$ cat config.mk
export PLATFORM = sky130hd
export DESIGN_NAME = traffic_lights_cmd_seq_flat
export DESIGN_NICKNAME = d
export VERILOG_FILES = /design/src/rtl/traffic_lights_cmd_seq_pkg.sv /design/src/rtl/traffic_lights_cmd_seq_if.sv /design/src/rtl/traffic_lights_cmd_seq_gap_timer.sv /design/src/rtl/traffic_lights_cmd_seq.sv /design/src/flat_wrapper.sv
export SDC_FILE = /design/constraint.sdc
export NUM_CORES = 1
export LEC_CHECK = 0
export CAP_MARGIN = 20
export CORE_MARGIN = 2
export CORE_UTILIZATION = 35
export DETAILED_ROUTE_END_ITERATION = 12
export SLEW_MARGIN = 20
export SYNTH_ARGS = -nofsm -noshare
export SYNTH_HDL_FRONTEND = slang
export SYNTH_HIERARCHICAL = 1
export SYNTH_SLANG_ARGS = --single-unit
$ cat constraint.sdc
create_clock -name clk_i -period 2.14 [get_ports clk_i]
set_input_delay 0.214 -clock clk_i [delete_from_list [all_inputs] [get_ports clk_i]]
set_output_delay 0.214 -clock clk_i [all_outputs]
set_load 0.005 [all_outputs]
$ cat src/rtl/traffic_lights_cmd_seq_pkg.sv
`default_nettype none
// ============================================================================
//  Package : tl_pkg
//  Shared types and widths for the traffic-light command sequencer.
//  Revision: 1.0
// ============================================================================
package tl_pkg;

  localparam int CMD_W      = 3;
  localparam int DATA_W     = 16;
  localparam int LIST_DEPTH = 5;

  typedef enum logic [CMD_W-1:0] {
    CMD_ON           = 3'd0,
    CMD_OFF          = 3'd1,
    CMD_NOTRANSITION = 3'd2,
    CMD_SET_GREEN    = 3'd3,
    CMD_SET_RED      = 3'd4,
    CMD_SET_YELLOW   = 3'd5
  } cmd_type_t;

  typedef enum logic [1:0] {
    OP_ON     = 2'd0,
    OP_OFF    = 2'd1,
    OP_CONFIG = 2'd2,
    OP_RSVD   = 2'd3
  } req_op_t;

  typedef enum logic [1:0] {
    ST_IDLE  = 2'd0,
    ST_ISSUE = 2'd1,
    ST_GAP   = 2'd2
  } seq_state_t;

endpackage
`default_nettype wire

$ cat src/rtl/traffic_lights_cmd_seq_if.sv
`default_nettype none
// ============================================================================
//  Interface : traffic_lights_cmd_seq_if
//  Host request handshake plus controller command bus.
//  Revision: 1.0
// ============================================================================
interface traffic_lights_cmd_seq_if;
  import tl_pkg::*;

  logic              req_valid_i;
  logic              req_ready_o;
  logic [1:0]        req_op_i;
  logic [DATA_W-1:0] req_green_i;
  logic [DATA_W-1:0] req_red_i;
  logic [DATA_W-1:0] req_yellow_i;
  logic [CMD_W-1:0]  cmd_type_o;
  logic              cmd_valid_o;
  logic [DATA_W-1:0] cmd_data_o;
  logic              busy_o;
  logic              done_o;

  // master = the sequencer, slave = the host side
  modport master (
    input  req_valid_i, req_op_i, req_green_i, req_red_i, req_yellow_i,
    output req_ready_o, cmd_type_o, cmd_valid_o, cmd_data_o, busy_o, done_o
  );

  modport slave (
    output req_valid_i, req_op_i, req_green_i, req_red_i, req_yellow_i,
    input  req_ready_o, cmd_type_o, cmd_valid_o, cmd_data_o, busy_o, done_o
  );

endinterface
`default_nettype wire

$ cat src/rtl/traffic_lights_cmd_seq_gap_timer.sv
`default_nettype none
// ============================================================================
//  Module  : tl_cmd_gap_timer
//  Loadable down-counter timing the idle gap between commands.
//  Revision: 1.0
// ============================================================================
module tl_cmd_gap_timer #(
  parameter int CYCLES = 1
) (
  input  wire logic clk_i,
  input  wire logic srst_i,
  input  wire logic start_i,
  output logic      expired_o
);

  localparam int c_cnt_w = (CYCLES < 1) ? 1 : $clog2(CYCLES + 1);
  localparam logic [c_cnt_w-1:0] c_load = c_cnt_w'(CYCLES);
  localparam logic [c_cnt_w-1:0] c_one  = c_cnt_w'(1);

  logic [c_cnt_w-1:0] r_cnt;

  always_ff @(posedge clk_i) begin
    if (srst_i) begin
      r_cnt <= '0;
    end else if (start_i) begin
      r_cnt <= c_load;
    end else if (r_cnt != '0) begin
      r_cnt <= r_cnt - c_one;
    end
  end

  // The count is already CYCLES in the first gap cycle, so 1 marks the last one
  assign expired_o = (r_cnt <= c_one);

endmodule
`default_nettype wire

$ cat src/rtl/traffic_lights_cmd_seq.sv
`default_nettype none
// ============================================================================
//  Module  : traffic_lights_cmd_seq
//  Serialises ON/OFF/CONFIG host requests into single-cycle controller
//  commands. Optional TL_CMD_SEQ_SKIP_ZERO_EN drops zero-period writes.
//  Revision: 1.0
// ============================================================================
module traffic_lights_cmd_seq
  import tl_pkg::*;
#(
  parameter int CMD_GAP_CYCLES = 1
) (
  input  wire logic                 clk_i,
  input  wire logic                 srst_i,
  traffic_lights_cmd_seq_if.master  bus
);

  localparam logic c_has_gap = (CMD_GAP_CYCLES > 0);

  seq_state_t        r_state;
  seq_state_t        w_next;
  cmd_type_t         r_list [LIST_DEPTH];
  cmd_type_t         w_list [LIST_DEPTH];
  logic [2:0]        r_len;
  logic [2:0]        w_len;
  logic [2:0]        r_idx;
  logic [DATA_W-1:0] r_green;
  logic [DATA_W-1:0] r_red;
  logic [DATA_W-1:0] r_yellow;
  logic              w_handshake;
  logic              w_last;
  logic              w_cmd_valid;
  logic              w_done;
  logic              w_gap_expired;
  logic              w_keep_g;
  logic              w_keep_r;
  logic              w_keep_y;
  cmd_type_t         w_cur;
  logic [DATA_W-1:0] w_cur_data;

  assign w_handshake = bus.req_valid_i && (r_state == ST_IDLE);
  assign w_last      = (r_len == 3'd0) || (r_idx == (r_len - 3'd1));

`ifdef TL_CMD_SEQ_SKIP_ZERO_EN
  assign w_keep_g = |bus.req_green_i;
  assign w_keep_r = |bus.req_red_i;
  assign w_keep_y = |bus.req_yellow_i;
`else
  assign w_keep_g = 1'b1;
  assign w_keep_r = 1'b1;
  assign w_keep_y = 1'b1;
`endif

  // Command list built from the live request; captured only on handshake
  always_comb begin
    for (int i = 0; i < LIST_DEPTH; i++) w_list[i] = CMD_ON;
    w_len = 3'd0;
    case (req_op_t'(bus.req_op_i))
      OP_ON:  begin w_list[0] = CMD_ON;  w_len = 3'd1; end
      OP_OFF: begin w_list[0] = CMD_OFF; w_len = 3'd1; end
      OP_CONFIG: begin
        w_list[w_len] = CMD_NOTRANSITION; w_len = w_len + 3'd1;
        if (w_keep_g) begin w_list[w_len] = CMD_SET_GREEN;  w_len = w_len + 3'd1; end
        if (w_keep_r) begin w_list[w_len] = CMD_SET_RED;    w_len = w_len + 3'd1; end
        if (w_keep_y) begin w_list[w_len] = CMD_SET_YELLOW; w_len = w_len + 3'd1; end
        w_list[w_len] = CMD_ON; w_len = w_len + 3'd1;
      end
      default: ;
    endcase
  end

  always_ff @(posedge clk_i) begin
    if (srst_i) r_state <= ST_IDLE;
    else        r_state <= w_next;
  end

  always_comb begin
    w_next      = r_state;
    w_cmd_valid = 1'b0;
    w_done      = 1'b0;
    case (r_state)
      ST_IDLE:  if (w_handshake) w_next = ST_ISSUE;
      ST_ISSUE: begin
        w_cmd_valid = (r_len != 3'd0);
        if (w_last) begin
          w_done = 1'b1;
          w_next = ST_IDLE;
        end else if (c_has_gap) begin
          w_next = ST_GAP;
        end
      end
      ST_GAP:   if (w_gap_expired) w_next = ST_ISSUE;
      default:  w_next = ST_IDLE;
    endcase
  end

  always_ff @(posedge clk_i) begin
    if (srst_i) begin
      for (int i = 0; i < LIST_DEPTH; i++) r_list[i] <= CMD_ON;
      r_len    <= 3'd0;
      r_idx    <= 3'd0;
      r_green  <= '0;
      r_red    <= '0;
      r_yellow <= '0;
    end else if (w_handshake) begin
      for (int i = 0; i < LIST_DEPTH; i++) r_list[i] <= w_list[i];
      r_len    <= w_len;
      r_idx    <= 3'd0;
      r_green  <= bus.req_green_i;
      r_red    <= bus.req_red_i;
      r_yellow <= bus.req_yellow_i;
    end else if ((r_state == ST_ISSUE) && !w_last) begin
      r_idx <= r_idx + 3'd1;
    end
  end

  tl_cmd_gap_timer #(
    .CYCLES    (CMD_GAP_CYCLES)
  ) u_gap_timer (
    .clk_i     (clk_i),
    .srst_i    (srst_i),
    .start_i   (r_state == ST_ISSUE),
    .expired_o (w_gap_expired)
  );

  assign w_cur = r_list[r_idx];

  always_comb begin
    w_cur_data = '0;
    case (w_cur)
      CMD_SET_GREEN:  w_cur_data = r_green;
      CMD_SET_RED:    w_cur_data = r_red;
      CMD_SET_YELLOW: w_cur_data = r_yellow;
      default:        w_cur_data = '0;
    endcase
  end

  assign bus.req_ready_o = (r_state == ST_IDLE);
  assign bus.busy_o      = (r_state != ST_IDLE);
  assign bus.cmd_valid_o = w_cmd_valid;
  assign bus.cmd_type_o  = w_cmd_valid ? w_cur : CMD_ON;
  assign bus.cmd_data_o  = w_cmd_valid ? w_cur_data : '0;
  assign bus.done_o      = w_done;

endmodule
`default_nettype wire
$ cat src/flat_wrapper.sv
// flat-port wrapper written by rule: the top's interface ports become plain ports
module traffic_lights_cmd_seq_flat import tl_pkg::*;
#(
  parameter int CMD_GAP_CYCLES = 1
)
  (clk_i, srst_i, bus_req_valid_i, bus_req_op_i, bus_req_green_i, bus_req_red_i, bus_req_yellow_i, bus_req_ready_o, bus_cmd_type_o, bus_cmd_valid_o, bus_cmd_data_o, bus_busy_o, bus_done_o);
  traffic_lights_cmd_seq_if bus_i ();
  input  wire logic clk_i;
  input  wire logic srst_i;
  input wire logic [$bits(bus_i.req_valid_i)-1:0] bus_req_valid_i;
  input wire logic [$bits(bus_i.req_op_i)-1:0] bus_req_op_i;
  input wire logic [$bits(bus_i.req_green_i)-1:0] bus_req_green_i;
  input wire logic [$bits(bus_i.req_red_i)-1:0] bus_req_red_i;
  input wire logic [$bits(bus_i.req_yellow_i)-1:0] bus_req_yellow_i;
  output wire logic [$bits(bus_i.req_ready_o)-1:0] bus_req_ready_o;
  output wire logic [$bits(bus_i.cmd_type_o)-1:0] bus_cmd_type_o;
  output wire logic [$bits(bus_i.cmd_valid_o)-1:0] bus_cmd_valid_o;
  output wire logic [$bits(bus_i.cmd_data_o)-1:0] bus_cmd_data_o;
  output wire logic [$bits(bus_i.busy_o)-1:0] bus_busy_o;
  output wire logic [$bits(bus_i.done_o)-1:0] bus_done_o;
  assign bus_i.req_valid_i = bus_req_valid_i;
  assign bus_i.req_op_i = bus_req_op_i;
  assign bus_i.req_green_i = bus_req_green_i;
  assign bus_i.req_red_i = bus_req_red_i;
  assign bus_i.req_yellow_i = bus_req_yellow_i;
  assign bus_req_ready_o = bus_i.req_ready_o;
  assign bus_cmd_type_o = bus_i.cmd_type_o;
  assign bus_cmd_valid_o = bus_i.cmd_valid_o;
  assign bus_cmd_data_o = bus_i.cmd_data_o;
  assign bus_busy_o = bus_i.busy_o;
  assign bus_done_o = bus_i.done_o;
  traffic_lights_cmd_seq #(.CMD_GAP_CYCLES(CMD_GAP_CYCLES)) u_core (.clk_i(clk_i), .srst_i(srst_i), .bus(bus_i));
endmodule
# Word-level counts from Yosys, hierarchy flattened
# Memories as Yosys holds them, arrays and structs flattened. A register that Yosys moved wholly into a read port is not among the register bits.
# Cells that the tools add are included.
[op_classes]
n_eq_ne = 10
bitwise_logic = 16
muxes = 39
add_sub_neg = 6
n_reduce_logical = 15
order_cmp = 7
[ops]
columns = ["operator", "n"]
rows = [
  ["16-bit case mux with 3 select lines", 1],
  ["3-bit 2-to-1 mux", 15],
  ["15-bit 2-to-1 mux", 2],
  ["3-bit demux with 3-bit select", 3],
  ["16-bit 2-to-1 mux", 1],
  ["15-bit AND", 1],
  ["15-bit inverter", 1],
  ["3-bit by 1-bit adder with 3-bit output, second input constant", 4],
  ["4-bit greater-or-equal comparator, second input constant", 3],
  ["4-bit by 1-bit < comparator with 1-bit output, second input constant", 3],
  ["12-bit 2-to-1 mux", 1],
  ["3-bit inverter with 4-bit output", 3],
  ["3-bit case mux with 2 select lines", 2],
  ["10-bit AND", 1],
  ["1-bit 2-to-1 mux", 10],
  ["10-bit inverter", 1],
  ["10-bit bitwise OR", 1],
  ["3-bit == test, second input constant", 2],
  ["2-bit 2-to-1 mux", 3],
  ["2-bit case mux with 3 select lines", 1],
  ["5-bit AND", 1],
  ["1-bit logical AND", 5],
  ["5-bit inverter", 1],
  ["1-bit bitwise OR", 5],
  ["18 further kinds", 22],
]
[word_totals]
word_cells = 101
ram_bits = 15
mem_count = 1
output_inout_bits = 23
regBits = 57
[mem_list]
columns = ["name", "words", "word_bits", "read_ports", "rd_clocked_by_memory_dff", "wr", "line", "source"]
rows = [
  ["u_core.r_list", 5, 3, 1, 1, 5, "traffic_lights_cmd_seq.sv:22", "cmd_type_t r_list [LIST_DEPTH];"],
]

# Logic depth before layout (Yosys ltp)
# Gate-level depths: netlist of the first run.
[logic_depth]
word_depth = 15
ltp_mapped = 8
ltp_nobuf = 7

# Modules after synthesis
# Netlist of the first run, hierarchy kept.
[modules_own_cells]
columns = ["mod", "area_each_um2", "cells_each", "n_inst", "seq_area_each_um2"]
rows = [
  ["traffic_lights_cmd_seq", 2539.9, 235, 1, 1251.2],
  ["tl_cmd_gap_timer", 11.3, 2, 1, 0.0],
]

# Worst setup path before layout of the first run
# Ideal clock, no wire load.
[synth_timing]
kind = "reg-to-output"
from = "reg u_core.r_len[0]"
to = "out bus_cmd_data_o[10]"
setup_slack_ns = 0.370
t_required_ns = 1.926
arrival_time_ns = 1.556
path_stages_with_launch = 9
path_cell_list = "dfxtp_1 -> inv_1 -> ha_1 -> nand2b_1 -> buf_6 -> or3_4 -> buf_6 -> buf_8 -> nor2_1"
[synth_between]
elab_chain_cells = 3
[synth_lines]
columns = ["item", "line", "source"]
rows = [
  ["from (decl)", "traffic_lights_cmd_seq.sv:24", "logic [2:0] r_len;"],
  ["from (signal assigned)", "traffic_lights_cmd_seq.sv:107", "r_len <= w_len;"],
  ["3-bit nonzero test", "traffic_lights_cmd_seq.sv:84", "w_cmd_valid = (r_len != 3'd0);"],
  ["1-bit 2-to-1 mux", "traffic_lights_cmd_seq.sv:81", "case (r_state)"],
  ["16-bit 2-to-1 mux", "traffic_lights_cmd_seq.sv:142", "assign bus.cmd_data_o = w_cmd_valid ? w_cur_data : '0;"],
  ["to (decl)", "flat_wrapper.sv:18", "output wire logic [$bits(bus_i.cmd_data_o)-1:0] bus_cmd_data_o;"],
]
# Every way passes these cells.

# Worst setup path in the final report of the first run
[layout_timing]
from = "reg u_core.r_len[0]"
to = "out bus_cmd_data_o[7]"
# Same word-level chain as after synthesis.

==> results of run 1 <==
-- path summary, 6_finish.rpt --
kind | cells after the start | from | endpoint | slack [ps]
setup / recovery | 8 | u_core/r_len[0]$_SDFFE_PP0P_ | bus_cmd_data_o[7] | 20
hold reg to reg | 1 | u_core/r_state[0]$_SDFFE_PP0P_ | u_core/r_state[0]$_SDFFE_PP0P_ | 450
setup reg to reg | 9 | u_core/r_len[0]$_SDFFE_PP0P_ | flip-flop | 470
hold / removal | 1 | u_core/r_state[0]$_SDFFE_PP0P_ | u_core/r_state[0]$_SDFFE_PP0P_ | 450
-- flip-flops by register name (all words and copies together) (netlist names), named ones only --
register / cells
u_core/r_green: 16
u_core/r_idx: 3
u_core/r_len: 2
u_core/r_list: 3
u_core/r_red: 16
u_core/r_state: 2
u_core/r_yellow: 16
-- stage by stage --
stage	total power [uW]	TNS, ps	utilization [%]	hold slack, ps	area (um^2)
after floorplan	1426	0	-	283.1	2551
after global placement	1592	-54.93	47.98	455.9	3425
after detailed placement	1594	-84.39	47.98	458.4	3425
after CTS	2663	-399.1	52.70	453.3	3761
after global routing	2766	-116.4	53.07	452.8	3787
final	2649	0	53.07	445.3	3787
-- cell usage after synthesis (all sizes together), types with 2 or more instances --
cell	instances	area share (%)
dfxtp	58	46
clkbuf	11	1.6
mux2	16	7.1
a22o	49	17
o21a	2	0.59
nand2	10	1.5
a22oi	16	4.7
nor3	2	0.39
nand2b	3	0.74
a31oi	2	0.49
nor2	21	3.3
or3	2	0.69
edfxtp	3	3.5
a21oi	3	1.0
inv	7	1.0
nor3b	2	0.59
o22ai	2	0.49
nand3b	2	0.59
buf	7	2.5
a211oi	2	0.78
ha	5	2.5
-- cells by family (layout without fill, tap and decap cells) --
kind of cell | after synthesis | count (layout) | share of synthesized area (%)
AO/OA/AOI/OAI | 80 | 80 | 26.04
flip-flops | 61 | 61 | 49.04
AND/OR/NAND/NOR | 47 | 48 | 9.417
buffers and inverters | 25 | 122 | 5.100
multiplexers | 17 | 17 | 7.455
adder cells (fa/ha/maj) | 5 | 5 | 2.452
other | 1 | 1 | 0.1470
XOR/XNOR | 1 | 1 | 0.3434
-- metal layers --
metal	global-route usage, %	up-vias	wire [um]
li1	-	1071	-
met4	4.206	0	74
met1	21.24	1006	2951
met3	7.018	6	403
met2	28.08	66	3252
met5	0	-	0
-- report_power, final --
| part | internal, uW | switching, uW |
|---|---|---|
| registers | 1220 | 41.2 |
| clock network | 602 | 451 |
| logic | 205 | 132 |
| total | 2020 | 624 |
-- final cells by class --
class,instances,share of cell area (%)
Multi-Input combinational cell,152,33.30
Sequential cell,61,33.20
Timing Repair Buffer,99,24.05
Clock buffer,10,3.931
Tap cell,99,3.271
Clock inverter,6,1.553
Inverter,7,0.6938
-- what timing repair did --
action	in CTS	in global routing
cloned	1	0
resized for setup	49	27
pin swaps	9	5
buffers inserted	9	6
setup endpoints to repair	20	15
==> results.yml, run 1 <==
global_route:
  antenna_found_initial: 0
  grt_pass1_wl_mm: 10.25
  grt_overflow: 0
  grt_pass1_vias: 2157
  grt_max_degree: 53
  grtUsageTotal_pct: 17.20
yosys:
  netlist_instances: 237
  yosysUniqueCellTypes: 41
  seq_area_frac_synth_pct: 49.04
  syn_avg_cell_area_um2: 10.76
  synth_nets: 295
  async_flop_share_pct: 0
  synth_area_mm2: 0.002551
  ys_ff_latch: 61
  synth-edff-count: 3
  ys.flop_type: "dfxtp_1"
  yosysWarnings: 6
routing:
  drt_first_pass_iters: 4
  first_iter_violations: 97
  num_vias: 2149
  postRouteAntennaNets: 0
  drc: 0
  drt_wl_total_mm: 6.681
  via_per_inst: 4.952
  wl_per_cell_um: 15.39
layout:
  seqCellArea_mm2: 0.001257
  nets: 388
  instances_no_fill: 434
  final_cell_mix: "54 x clkdlybuf4s50_1, 53 x dfxtp_1, 49 x a22o_1, 18 x buf_4"
  drive_above_1_share_pct: 28.66
  final_common_cell: "clkdlybuf4s50_1"
  multiInputGateArea_mm2: 0.001261
  syn_to_final_growth_pct: 48.46
  fill_cells: 694
  diodes: 0
sta:
  fin_ws_ps: 20.77
  period_share_pct: 99.03
  hold_violations: 0
  fmax_mhz: 471.9
  report.final.slew_viol_count: 0
  min_period_ps: 2119
  setup_viol: 0
  clock_skew_ps: 5.841
  rsz0062_at_grt: "true"
job:
  drv_cap: 0
die:
  die-area_mm2: 0.007988
  initial_core_util_pct: 35.75
  die_h_um: 89.38
  core_area_mm2: 0.007137
  die_w_um: 89.38
  rows: 31
  io-pin-count: 76
clock_network:
  clk_latency_ps: 330
  cts.sinks: 61
  cts_hold_buf: 0
  cts_root_buf: "clkbuf_8"
  cts_tree: "built"
  cts.path.max_buffers: 2
  clk_pin_slew_ps: 70
  h-tree-depth: 3
  numCtsBuffers: 9
placed_design:
  place.port_buffers: 75
  dp.cells: 404
  hpwl_mm: 4.267
  place_ws_ps: -80.26
  place.gp.congestion: 0.7814
worst_setup_path:
  critical_path.cell_chain: "inv_2, ha_4, nand2b_4, or3_4, buf_6, buf_6, nor2_4, buf_2"
  crit_arrival_ps: 1910
  worst_path_most_repeated_cell: "buf_6"
  critPathCaptureType: "primary output"
  cp_num_buf_inv: 4
  crit_slowest_cell: "or3_4"
  path_max_fanout: 6
  path_class: "flip-flop to primary output"
  cp.required_ps: 1930
  slowest_delay_ps: 440
  critPathTopFamily: "simple AND/OR/NAND/NOR gates"
  start_kind: "flip-flop"
power_and_ir_drop:
  cellPowerDensity_mw_per_mm2: 699.5
  ir_drop_mv: 0.3532
  p_leak_uw: 0.001590
hold_path:
  hp-class: "flip-flop to flip-flop"
outcome:
  outcome: "complete, no violations"
Note: power is estimated with default switching activity, not from simulation.
==> inputs of run 2 (changes only) <==
- CORE_MARGIN: 2 -> 4
==> results.yml, run 2 (synthesis results as in run 1) <==
layout:
  diodes: 0
  drive_above_1_share_pct: 28.06
  syn_to_final_growth_pct: 47.62
  final_cell_mix: "55 x clkdlybuf4s50_1, 54 x dfxtp_1, 49 x a22o_1, 19 x buf_4"
  fill_cells: 633
  nets: 388
  largest_registers: "u_core/r_green: 16 flops, u_core/r_red: 16 flops, u_core/r_yellow: 16 flops"
  final_common_cell: "clkdlybuf4s50_1"
worst_setup_path:
  reg2reg_from: "u_core/r_len[2]$_SDFFE_PP0P_"
  critPathCaptureType: "primary output"
  path_max_fanout: 7
  r2r-end: "u_core/r_idx[2]$_SDFFE_PP0P_"
  r2r_cells: 7
  path_class: "flip-flop to primary output"
  crit_arrival_ps: 1880
  rrSetupSlack_ps: 480
  start_kind: "flip-flop"
  cp.required_ps: 1930
placed_design:
  hpwl_mm: 4.514
  place.gp.congestion: 0.7792
  place.port_buffers: 75
  place_ws_ps: 20.07
die:
  io-pin-count: 76
  initial_core_util_pct: 36.74
  die_w_um: 93.38
  rows: 30
  core_area_mm2: 0.006944
  die_h_um: 93.38
  die-area_mm2: 0.008719
power_and_ir_drop:
  cellPowerDensity_mw_per_mm2: 705.4
  p_total_uw: 2657
  p_leak_uw: 0.001545
  ir_drop_mv: 0.2759
hold_path:
  whs_path_depth: 1
  min_from: "u_core/r_state[0]$_SDFFE_PP0P_"
  hold_end: "u_core/r_state[0]$_SDFFE_PP0P_"
  hp-class: "flip-flop to flip-flop"
sta:
  fin_setup_tns_ps: 0
  min_period_ps: 2091
  hold_violations: 0
  period_share_pct: 97.71
  setup_viol: 0
  fmax_mhz: 478.2
  rsz0062_at_grt: "true"
  fin_ws_ps: 48.96
  clock_skew_ps: 9.060
  report.final.slew_viol_count: 0
clock_network:
  numCtsBuffers: 9
  clk_latency_ps: 330
  h-tree-depth: 3
  clk_pin_slew_ps: 60
  cts.sinks: 61
  cts_tree: "built"
  cts_root_buf: "clkbuf_8"
  cts.path.max_buffers: 2
global_route:
  grt_pass1_wl_mm: 10.38
  grt_max_degree: 44
  grt_overflow: 0
  grt_pass1_vias: 2127
  antenna_found_initial: 0
  grtUsageTotal_pct: 15.42
routing:
  via_per_inst: 4.981
  postRouteAntennaNets: 0
  drt_first_pass_iters: 4
  drc: 0
  drt_wl_total_mm: 6.863
  first_iter_violations: 101
  num_vias: 2147
  wl_per_cell_um: 15.92
job:
  drv_cap: 0
outcome:
  outcome: "complete, no violations"
==> run 2: changes by cell type in the layout (fill, tap and decap cells not counted), moves of 2 or more <==
cell and delta:
clkinv_2 -3, dlygate4sd2_1 +3, dlymetal6s2s_1 -3, nor2_2 +3
clkbuf_1 +2, clkbuf_8 +2, dfxtp_2 -2, nor2_1 -2
==> run 2: repair_timing <==
action                     CTS  global route
resized for setup           40            30
setup endpoints to repair   20            11
setup buffers                6             7
pin swaps                    7             6
hold buffers                 0             0
gates cloned                 1             0
==> run 2: stage by stage <==
stage | cell area [um^2] | instances | util [%] | hold slack, ps
2_1_floorplan | 2551 | 237 | - | 283.1
3_3_place_gp | 3421 | 401 | 49.26 | 457.0
3_5_place_dp | 3421 | 401 | 49.26 | 459.9
4_1_cts | 3717 | 424 | 53.53 | 455.2
5_1_grt | 3766 | 431 | 54.23 | 452.2
6_report | 3766 | 431 | 54.23 | 453.8
==> run 2: layout make-up <==
type,count,area [um^2],share of cell area (%)
sequential,61,1259,33.42
multi-input combinational,152,1242,32.99
timing repair buffer,99,902.1,23.95
clock buffer,15,209.0,5.548
tap,96,120.1,3.189
inverter,7,26.28,0.6977
clock inverter,1,7.507,0.1993
==> run 2: how the worst max path moves through the flow <==
stage	slack [ps]	startpoint	to
after CTS	-200	u_core/r_len[0]$_SDFFE_PP0P_	bus_cmd_data_o[1]
after detailed placement	20	u_core/r_len[0]$_SDFFE_PP0P_	bus_cmd_data_o[9]
final	50	u_core/r_len[0]$_SDFFE_PP0P_	bus_cmd_data_o[10]
after global placement	90	u_core/r_len[0]$_SDFFE_PP0P_	bus_cmd_data_o[12]
after global routing	-30	u_core/r_len[0]$_SDFFE_PP0P_	bus_cmd_data_o[10]
after floorplan	370	u_core/r_len[0]$_SDFFE_PP0P_	bus_cmd_data_o[10]
==> run 2: worst max-delay path, cell delays in order (launching register included) <==
cell,delay (ps)
dfxtp_2,330
inv_2,50
ha_4,150
nand2b_4,150
or3_4,440
buf_6,150
buf_6,110
nor2_4,60
buf_2,110
==> run 2: where the power goes <==
part | switching, uW | internal [uW]
clock | 439 | 627
combinational | 131 | 204
sequential | 39.9 | 1220
==> run 2: layer usage <==
layer | vias to the layer above | global-route usage, % | routed length, um
met1 | 1006 | 19.42 | 3124
met5 | - | 0 | 0
met4 | 0 | 6.593 | 114
li1 | 1068 | - | -
met3 | 10 | 4.505 | 373
met2 | 63 | 24.48 | 3250
==> inputs of run 3 (changes only) <==
- CORE_UTILIZATION: 35 -> 47
- CTS_CLUSTER_DIAMETER: default -> 60
- PLACE_DENSITY: default -> 0.8
- SKIP_CTS_REPAIR_TIMING: default -> 1
==> results.yml, run 3 (synthesis results as in run 1) <==
placed_design:
  dp.cells: 372
  hpwl_mm: 4.209
  place_ws_ps: 30.66
  place.port_buffers: 75
  place.gp.congestion: 0.8359
power_and_ir_drop:
  cellPowerDensity_mw_per_mm2: 652.2
  p_leak_uw: 0.001574
  p_total_uw: 2419
  ir_drop_mv: 0.3518
clock_network:
  cts.path.max_buffers: 2
  clk_pin_slew_ps: 70
  cts.sinks: 61
  cts_tree: "built"
  clk_latency_ps: 330
  numCtsBuffers: 9
  h-tree-depth: 3
  cts_root_buf: "clkbuf_8"
sta:
  fin_setup_tns_ps: -1484
  fin_ws_ps: -175.4
  setup_viol: 11
  fmax_mhz: 431.9
  min_period_ps: 2315
  hold_violations: 0
  clock_skew_ps: 5.871
  period_share_pct: 108.2
  report.final.slew_viol_count: 0
  rsz0062_at_grt: "true"
routing:
  wl_per_cell_um: 16.72
  drt_wl_total_mm: 6.606
  num_vias: 2183
  drt_first_pass_iters: 5
  via_per_inst: 5.527
  drc: 0
  postRouteAntennaNets: 0
  first_iter_violations: 145
die:
  rows: 26
  die-area_mm2: 0.006671
  die_h_um: 81.68
  io-pin-count: 76
  die_w_um: 81.68
  initial_core_util_pct: 49.32
  core_area_mm2: 0.005172
worst_setup_path:
  path_max_fanout: 8
  start_kind: "flip-flop"
  crit_arrival_ps: 2100
  cp.required_ps: 1930
  critPathCaptureType: "primary output"
  path_class: "flip-flop to primary output"
layout:
  final_cell_mix: "65 x clkdlybuf4s50_1, 53 x dfxtp_1, 49 x a22o_1, 16 x mux2_2, 16 x a22oi_1"
  drive_above_1_share_pct: 23.38
  nets: 378
  diodes: 0
  instances_no_fill: 395
  final_common_cell: "clkdlybuf4s50_1"
  syn_to_final_growth_pct: 45.37
  largest_registers: "u_core/r_green: 16 flops, u_core/r_red: 16 flops, u_core/r_yellow: 16 flops"
global_route:
  grtUsageTotal_pct: 19.10
  grt_pass1_vias: 2118
  grt_pass1_wl_mm: 9.625
  grt_max_degree: 40
  grt_overflow: 0
  antenna_found_initial: 0
job:
  drv_cap: 0
outcome:
  outcome: "complete, but fails checks"
  violations: "negative setup slack"
hold_path:
  hp-class: "flip-flop to flip-flop"
==> run 3: cell types whose count changed in the layout (fill, tap and decap cells not counted), sizes merged <==
cell / delta
clkbuf: -12
buf: -11
clkdlybuf4s50: +10
dlygate4sd2: -8
dlymetal6s2s: +8
clkinv: +4
clkdlybuf4s15: -1
==> run 3: final cells by class <==
class	count	area (um^2)
repair buffers	89	913.4
fillers	385	1464
flip-flops and latches	61	1257
inverters	7	26.28
well taps	70	87.58
clock buffers	11	131.4
clock inverters	5	27.53
multi-input cells	152	1265
==> run 3: final timing paths <==
check             slack [ps]                    startpoint  cells past startpoint                           end
setup reg to reg         480  u_core/r_len[2]$_SDFFE_PP0P_                      7                     flip-flop
hold / removal           470  u_core/r_len[2]$_SDFFE_PP0P_                      1  u_core/r_len[2]$_SDFFE_PP0P_
setup / recovery        -180                     flip-flop                      5            bus_cmd_data_o[10]
hold reg to reg          470  u_core/r_len[2]$_SDFFE_PP0P_                      1  u_core/r_len[2]$_SDFFE_PP0P_
==> run 3: power by group <==
part	switching, uW	leakage, uW	internal, uW
registers	41.8	0.000511	1220
logic	128	0.000980	198
clock network	421	0.0000829	412
==> run 3: worst max-delay path, cell delays in order, from the launching register on <==
cell and delay (ps):
dfxtp_2 350, nor2_2 150, a31oi_2 140, or3_4 490, nor2_4 130, clkdlybuf4s50_1 510
==> run 3: layer usage <==
metal	GRT usage, %	wire length, um	vias to the layer above
li1	-	-	1051
met4	11.96	127	0
met3	4.167	371	10
met1	24.20	2882	1050
met2	29.48	3225	72
met5	0	0	-
==> run 3: per-stage QoR <==
step / utilization, % / cell area, um^2 / hold WS (ps)
5_1_grt: 71.70 / 3709 / 464.6
3_3_place_gp: 65.31 / 3378 / 455.7
2_1_floorplan: - / 2551 / 283.1
6_report: 71.70 / 3709 / 471.8
3_5_place_dp: 65.31 / 3378 / 462.9
4_1_cts: 68.38 / 3537 / 459.4
